$ cat src/rtl/instr_fetch_seq.sv
// ----------------------------------------------------------------------------
// instr_fetch_seq
//   Instruction fetch/issue sequencer for the 8-bit processor. Fetches one
//   instruction word from program memory over a req/ack handshake, presents
//   it to the control decoder for a single issue cycle, waits for the
//   datapath to finish, then advances or redirects the program counter from
//   the decoder's Jump/Beqz/Halt outputs and the datapath zero flag.
//
// Ports
//   clock, reset        : clock; synchronous active-low reset
//   start               : leave IDLE and begin fetching at pc
//   mem_req/mem_addr    : program-memory read request and address (= pc)
//   mem_ack/mem_data    : memory acknowledge and returned instruction word
//   instr               : registered instruction word
//   OPcode/BitVerificao : instr[7:5] / instr[1:0] for the control decoder
//   instr_valid         : one-cycle pulse while the instruction is issued
//   Jump/Beqz/Halt      : control decoder outputs, sampled at end of execute
//   zero, target        : datapath zero flag and jump/branch destination
//   exec_done           : datapath completed the current instruction
//   pc                  : program counter
//   halted, fault       : sticky HALTED / ERROR indications
// ----------------------------------------------------------------------------
module instr_fetch_seq #(
  parameter logic [7:0]  RESET_PC = 8'h00,
  parameter int unsigned TIMEOUT  = 15
) (
  input  logic       clock,
  input  logic       reset,
  input  logic       start,
  output logic       mem_req,
  output logic [7:0] mem_addr,
  input  logic       mem_ack,
  input  logic [7:0] mem_data,
  output logic [7:0] instr,
  output logic [2:0] OPcode,
  output logic [1:0] BitVerificao,
  output logic       instr_valid,
  input  logic       Jump,
  input  logic       Beqz,
  input  logic       Halt,
  input  logic       zero,
  input  logic [7:0] target,
  input  logic       exec_done,
  output logic [7:0] pc,
  output logic       halted,
  output logic       fault
);

  typedef enum logic [2:0] {
    S_IDLE,
    S_FETCH,
    S_ISSUE,
    S_EXEC,
    S_HALTED,
    S_ERROR
  } state_t;

  localparam logic [7:0] TIMEOUT_C = 8'(TIMEOUT);

  state_t     r_state;
  state_t     w_next;
  logic [7:0] r_pc;
  logic [7:0] r_instr;
  logic [7:0] r_cnt;

  logic [7:0] w_cnt_inc;
  logic       w_timeout;
  logic       w_redirect;

  assign w_cnt_inc  = r_cnt + 8'd1;
  // The edge that would bring the counter to TIMEOUT is the one that faults,
  // so the comparison looks at the incremented value.
  assign w_timeout  = (w_cnt_inc == TIMEOUT_C);
  assign w_redirect = Jump | (Beqz & zero);

  // State register
  always_ff @(posedge clock) begin
    if (!reset) begin
      r_state <= S_IDLE;
    end else begin
      r_state <= w_next;
    end
  end

  // Next-state logic
  always_comb begin
    w_next = r_state;
    case (r_state)
      S_IDLE: begin
        if (start) w_next = S_FETCH;
      end
      S_FETCH: begin
        if (mem_ack)        w_next = S_ISSUE;
        else if (w_timeout) w_next = S_ERROR;
      end
      S_ISSUE: begin
        w_next = S_EXEC;
      end
      S_EXEC: begin
        if (exec_done) begin
          if (Halt) w_next = S_HALTED;
          else      w_next = S_FETCH;
        end
      end
      S_HALTED: w_next = S_HALTED;
      S_ERROR:  w_next = S_ERROR;
      default:  w_next = S_IDLE;
    endcase
  end

  // Output decode (pure function of state)
  always_comb begin
    mem_req     = 1'b0;
    instr_valid = 1'b0;
    halted      = 1'b0;
    fault       = 1'b0;
    case (r_state)
      S_FETCH:  mem_req     = 1'b1;
      S_ISSUE:  instr_valid = 1'b1;
      S_HALTED: halted      = 1'b1;
      S_ERROR:  fault       = 1'b1;
      default:  ;
    endcase
  end

  // PC, instruction register and fetch timeout counter
  always_ff @(posedge clock) begin
    if (!reset) begin
      r_pc    <= RESET_PC;
      r_instr <= 8'h00;
      r_cnt   <= 8'h00;
    end else begin
      if (r_state == S_FETCH) begin
        if (mem_ack) begin
          r_instr <= mem_data;
          r_cnt   <= 8'h00;
        end else begin
          r_cnt   <= w_cnt_inc;
        end
      end
      // Halt leaves pc pointing at the halting instruction.
      if ((r_state == S_EXEC) && exec_done && !Halt) begin
        if (w_redirect) r_pc <= target;
        else            r_pc <= r_pc + 8'd1;
      end
    end
  end

  assign pc           = r_pc;
  assign mem_addr     = r_pc;
  assign instr        = r_instr;
  assign OPcode       = r_instr[7:5];
  assign BitVerificao = r_instr[1:0];

endmodule
$ cat config.mk
export PLATFORM = sky130hd
export DESIGN_NAME = instr_fetch_seq
export DESIGN_NICKNAME = d
export VERILOG_FILES = /design/src/rtl/instr_fetch_seq.sv
export SDC_FILE = /design/constraint.sdc
export NUM_CORES = 1
export LEC_CHECK = 0
export CAP_MARGIN = 20
export CORE_MARGIN = 3
export CORE_UTILIZATION = 44
export CTS_BUF_LIST = sky130_fd_sc_hd__clkbuf_16
export CTS_CLUSTER_DIAMETER = 120
export CTS_CLUSTER_SIZE = 28
export DETAILED_ROUTE_END_ITERATION = 10
export PLACE_DENSITY = 0.8
export SLEW_MARGIN = 20
export SYNTH_ARGS = -nofsm -noshare
export SYNTH_HDL_FRONTEND = slang
export SYNTH_SLANG_ARGS = --single-unit
$ cat constraint.sdc
create_clock -name clock -period 1.8 [get_ports clock]
set_input_delay 0.27 -clock clock [delete_from_list [all_inputs] [get_ports clock]]
set_output_delay 0.27 -clock clock [all_outputs]
set_load 0.01 [all_outputs]
==> metrics.md, run 1 <==
| Metric | Value |
|---|---|
| Unrepaired setup endpoints after global routing | `false` |
| Final worst slack | `61.1 ps` |
| Num CTS Buffers | `3` |
| Routed vias/inst | `5.27` |
| DP Wirelength | `2860 µm` |
| Largest net degree at the start of global routing | `16` |
| GP Congestion | `0.883` |
| WS Path Type | `reg -> out` |
| Hold slack | `453 ps` |
| Final wirelength | `3790 µm` |
| Outcome | `finished, final reports clean` |
| Routed Antenna Nets | `0` |
| Synth Flop Type | `dfxtp_1` |
| GRT Total Usage | `18.2%` |
| Post-CTS setup buffers | `0` |
| Max Freq | `575 MHz` |
| Library cells used by synthesis | `42` |
| Worst EP required | `1530 ps` |
| Worst Setup End Kind | `output port` |
| Root Driver | `clkbuf_16` |
| Clock Path Buffers | `2` |
| Min cycle time layout | `1740 ps` |
| Area leader, netlist | `dfxtp_1` |
| First-iteration detailed-routing DRC count | `65` |
| Worst skew pair latency | `260 ps` |
| Ranking of synthesized cells by area | `dfxtp_1, a21oi_1, nand2_1, buf_4, nor2_1` |
| Post-layout util | `68.5%` |
| Register area share after synthesis | `35.0%` |
| Post-synthesis instance total | `205` |
| Filler cell count | `293` |
| Post-synthesis register bit count | `27` |
| CTS sink cnt | `27` |
| Static leakage | `0.809 nW` |
| Vias | `1,577` |
| Grt total ovfl | `0` |
| Startpoint types | `flop` |
| Layout cell share with drive strength beyond 1 | `8.24%` |
| Max cap viols | `0` |
| Warnings, synthesis | `0` |
| Number of global-route vias before repair | `1,375` |
| P per Cell Area | `691 nW/µm²` |
| Skew final | `3.76 ps` |
| Most frequent cell after synthesis | `nand2_1` |
| Ys async rst share | `0%` |
| Core area | `3200 µm²` |
| First-pass DRT Iterations | `4` |
| Register clock-pin slew on the reported worst setup and hold paths | `70 ps` |
| Nets | `284` |
| Worst min-delay path class | `reg -> reg` |
| Fin. Hold Viols | `0` |
| First-pass GRT wire length | `6200 µm` |
| Post-cts hold buffer count | `0` |
| Crit path DAT | `1470 ps` |
| Pre-CTS setup slack | `-51.4 ps` |
| Post-Syn Nets | `233` |
| Wire length per cell | `12.7 µm` |
| Die span in x | `65.2 µm` |
| Synth-to-Final Area Change | `42.1%` |
| DIE HEIGHT | `65.2 µm` |
| Setup TNS | `0 ps` |
| Number of remaining DRC errors | `0` |
| Cell area after synthesis | `1540 µm²` |
| Final setup fails | `0` |
| CTS tree | `done` |
| Antenna violations before repair | `0` |
| H-tree depth | `1` |
| Area share of the largest cell type after synthesis | `35.0%` |
| Die ar. | `4260 µm²` |
| Starting Density | `48.2%` |
| Max FO, Critical Path | `11` |
| Mean post-synth cell area | `7.53 µm²` |
| N_diodes | `0` |
| Total I/O pin count | `58` |
| Fin crit share | `96.6%` |
| Rel. slew slack | `72.5%` |
| Row cnt | `20` |
| Peak VDD IR | `0.000406 V` |
| Synth top cells by count | `nand2_1, a21oi_1, dfxtp_1, nor2_1` |
| Worst-Margin Slew | `412 ps` |
| Post-synth EDFFs | `0` |
| Final count of pins violating max slew | `0` |
| PortBufs | `57` |
==> final timing paths <==
kind | from | to | slack [ps] | cells after the start
worst max-delay path | r_state[1]$_SDFFE_PN0P_ | fault | 60 | 3
worst min-delay path | instr[2]$_SDFFE_PN0P_ | instr[2]$_SDFFE_PN0P_ | 450 | 2
worst max register to register | r_state[1]$_SDFFE_PN0P_ | r_cnt[6]$_SDFFE_PN0P_ | 160 | 6
worst min register to register | instr[2]$_SDFFE_PN0P_ | instr[2]$_SDFFE_PN0P_ | 450 | 2
==> cell usage in the layout (no fill, tap or decap), types with 3 or more instances in the layout <==
master	instances
nand3_1	3
nand2_1	32
nor3_1	4
inv_1	5
a21oi_1	28
o21ai_0	13
nand2b_1	3
ha_1	3
dfxtp_1	27
clkbuf_16	3
and2_1	4
nand3b_1	3
clkdlybuf4s50_1	54
nor3b_1	3
dlygate4sd2_1	3
nor2_1	18
nand4_1	3
a31oi_1	3
buf_4	13
==> registers in the layout, indices dropped and copies added (netlist names) <==
signal and count:
mem_addr 8, instr 8, r_state 3, r_cnt 8
==> repair_timing <==
item,in CTS,in global routing
resized for setup,3,0
endpoints found under the setup margin,3,0
endpoints found under the hold margin,0,0
==> logic make-up (layout without fill, tap and decap cells) <==
family                   Yosys count  in the layout  share of synthesized area [%]
XOR/XNOR                           1              1                          0.567
buffers and inverters             30             80                           12.2
flip-flops                        27             27                           35.0
AO/OA/AOI/OAI                     59             59                           22.5
adder cells (fa/ha/maj)            3              3                           2.43
AND/OR/NAND/NOR                   85             85                           27.3
==> report_power, final <==
| part | switching [mW] | internal, mW | leakage (nW) | total, mW |
|---|---|---|---|---|
| registers | 0.0177 | 0.625 | 0.218 | 0.643 |
| logic | 0.173 | 0.195 | 0.548 | 0.368 |
| clock network | 0.209 | 0.298 | 0.0423 | 0.507 |
==> stage by stage <==
step | total power [mW] | cell area (µm²) | instances
2_1_floorplan | 0.864 | 1540 | 205
3_3_place_gp | 1.03 | 2120 | 295
3_5_place_dp | 1.03 | 2120 | 295
4_1_cts | 1.52 | 2190 | 299
5_1_grt | 1.59 | 2190 | 299
6_report | 1.52 | 2190 | 299
==> per-layer routing <==
layer  global-route usage (%)  share of wire [%]
met5                        0                  0
met4                     6.99                1.2
met3                     2.91                6.1
met2                     28.2                 44
met1                     25.2                 48
==> critical path, cell delays in order (launching register included) <==
cell and delay, ps:
dfxtp_1 310, buf_4 160, and3b_1 210, clkdlybuf4s50_1 530
==> area by class of cell <==
cell class	instances	area, µm²	share of cell area (%)
Inverter	5	20.0	0.912
Clock buffer	3	75.1	3.42
Clock inverter	1	3.75	0.171
Multi-Input combinational cell	148	816	37.2
Tap cell	44	55.1	2.51
Timing Repair Buffer	71	684	31.2
Sequential cell	27	541	24.6
Power figures use the tool's default switching activity.
==> run 2: changes to the inputs <==
- CORE_UTILIZATION: 44 -> 47
- PLACE_DENSITY: 0.8 -> 0.89
- RECOVER_POWER: not set -> 25
- clock period: 1.8 -> 2.2 ns (I/O delays scaled with it)
==> run 2 against run 1 <==
  * Critical path depth unchanged
  * Sequential power down 18%
  * Clock power down 17%
  * Core utilization up 0.44 points
  * First-iteration DRC count up 12%
  * Worst hold slack better by 2.5 ps
  * Wire length down 1.2%
  * Sequential share of layout area up 0.63 points
  * Die area down 5.8%
==> metrics.md, run 2 (same netlist as run 1, synthesis figures left out) <==
| Metric | Value |
|---|---|
| CTS sink cnt | `27` |
| Filler cell count | `264` |
| Number of global-route vias before repair | `1,324` |
| Max cap viols | `0` |
| Combinational cell fraction of total power | `22.7%` |
| Peak VDD IR | `0.000285 V` |
| WS Path Type | `reg -> out` |
| Unrepaired setup endpoints after global routing | `false` |
| First-iteration detailed-routing DRC count | `73` |
| Total I/O pin count | `58` |
| Core area | `3100 µm²` |
| Static leakage | `0.791 nW` |
| Die span in x | `63.3 µm` |
| Routed vias/inst | `5.38` |
| Worst-Margin Slew | `669 ps` |
| Starting Density | `49.8%` |
| Setup TNS | `0 ps` |
| Register clock-pin slew on the reported worst setup and hold paths | `70 ps` |
| Power Internal | `0.902 mW` |
| Clock Path Buffers | `2` |
| GP Congestion | `0.866` |
| Root Driver | `clkbuf_16` |
| CTS tree | `done` |
| Top sig layer | `met4` |
| Worst EP required | `1870 ps` |
| Fraction of power spent switching nets | `26.7%` |
| Skew final | `3.85 ps` |
| Met1 wire length | `1720 µm` |
| WP buf/inv | `2` |
| Largest net degree at the start of global routing | `22` |
| Rel. slew slack | `55.4%` |
| Flop pwr share | `43.1%` |
| Clock power share | `34.1%` |
| H-tree depth | `1` |
| First-pass DRT Iterations | `4` |
| Max Freq | `483 MHz` |
| Row cnt | `20` |
| Commonest non-fill, non-tap cells in the layout | `clkdlybuf4s50_1, nand2_1, a21oi_1` |
| Critical path's top delay family | `buffers and inverters` |
| PortBufs | `57` |
| Commonest non-fill, non-tap cell in the layout | `clkdlybuf4s50_1` |
| Die ar. | `4010 µm²` |
| Startpoint types | `flop` |
| Crit path DAT | `1740 ps` |
| Outcome | `finished, final reports clean` |
| Synth-to-Final Area Change | `38.6%` |
| Final count of pins violating max slew | `0` |
| Number of remaining DRC errors | `0` |
| Final wirelength | `3740 µm` |
| CP max stage delay | `530 ps` |
| Vias | `1,570` |
| Worst min-delay path class | `reg -> reg` |
| Wire length per cell | `12.8 µm` |
| Final setup fails | `0` |
| First-pass GRT wire length | `6100 µm` |
| Nets | `277` |
| Switching Power | `0.328 mW` |
| Min cycle time layout | `2070 ps` |
| Metal2 WL | `1800 µm` |
| DP Wirelength | `2720 µm` |
| Num CTS Buffers | `3` |
| Max FO, Critical Path | `11` |
| P per Cell Area | `575 nW/µm²` |
| Grt total ovfl | `0` |
| GRT Total Usage | `18.2%` |
| Post-CTS setup buffers | `0` |
| DIE HEIGHT | `63.3 µm` |
| Slowest-stage cell, CP | `clkdlybuf4s50_1` |
| Fin. Hold Viols | `0` |
| Post-layout util | `69.0%` |
| Worst skew pair latency | `260 ps` |
| Fin crit share | `94.0%` |
| Routed length on met3 | `194 µm` |
| Layout cell share with drive strength beyond 1 | `6.45%` |
| Antenna violations before repair | `0` |
| Routed Antenna Nets | `0` |
| Worst Setup End Kind | `output port` |
| Crit-path cells | `or3b_4 > clkinv_2 > clkdlybuf4s50_1` |
| N_diodes | `0` |
-- run 2: worst min-delay path: stages, from the launching register on --
cell     delay [ps]
dfxtp_1         310
nand2_1          50
a21oi_1          50
-- run 2: layout make-up --
class	instances	area (µm²)	share of cell area (%)
well taps	44	55.1	2.57
flip-flops and latches	27	541	25.3
multi-input cells	148	818	38.2
clock buffers	3	75.1	3.51
inverters	5	20.0	0.936
repair buffers	64	623	29.1
clock inverters	1	7.51	0.351
-- run 2: routing by layer --
| metal | vias up | track usage, % |
|---|---|---|
| met5 | - | 0 |
| met2 | 55 | 29.8 |
| met3 | 2 | 2.32 |
| met1 | 713 | 25.1 |
| met4 | 0 | 5.12 |
| li1 | 800 | - |
-- run 2: metrics by stage --
step           total power [mW]  setup WS [ps]  std cells  hold slack, ps  cell area (µm²)
2_1_floorplan             0.707            643        205             466             1540
3_3_place_gp              0.816            229        288             442             2050
3_5_place_dp              0.821            191        288             448             2050
4_1_cts                    1.24           42.0        292             458             2140
5_1_grt                    1.28           74.6        292             489             2140
6_report                   1.23            131        292             455             2140
-- run 2: what timing repair did --
action                     CTS  global route
hold buffers                 0             0
setup endpoints to repair    0             1
resized for setup            0             1
-- run 2: power by group through the flow --
stage	Clock, mW	Combinational [mW]	Sequential [mW]
floorplan	0	0.164	0.543
global placement	0	0.276	0.540
detailed placement	0	0.280	0.541
CTS	0.427	0.282	0.530
global route	0.441	0.306	0.534
finish	0.420	0.280	0.530
-- run 2: path summary, 6_finish.rpt --
kind,cells after the start,slack (ps),from,endpoint
max,3,130,r_state[2]$_SDFFE_PN0P_,mem_req
min,2,450,instr[2]$_SDFFE_PN0P_,instr[2]$_SDFFE_PN0P_
max reg2reg,5,490,r_state[2]$_SDFFE_PN0P_,r_state[0]$_SDFFE_PN0P_
min reg2reg,2,450,instr[2]$_SDFFE_PN0P_,instr[2]$_SDFFE_PN0P_
==> run 3: changes to the inputs <==
- ABC_CLOCK_PERIOD_IN_PS: not set -> 2200
==> results of run 3 <==
Final layout, timing and power as in run 2 (identical DEF).
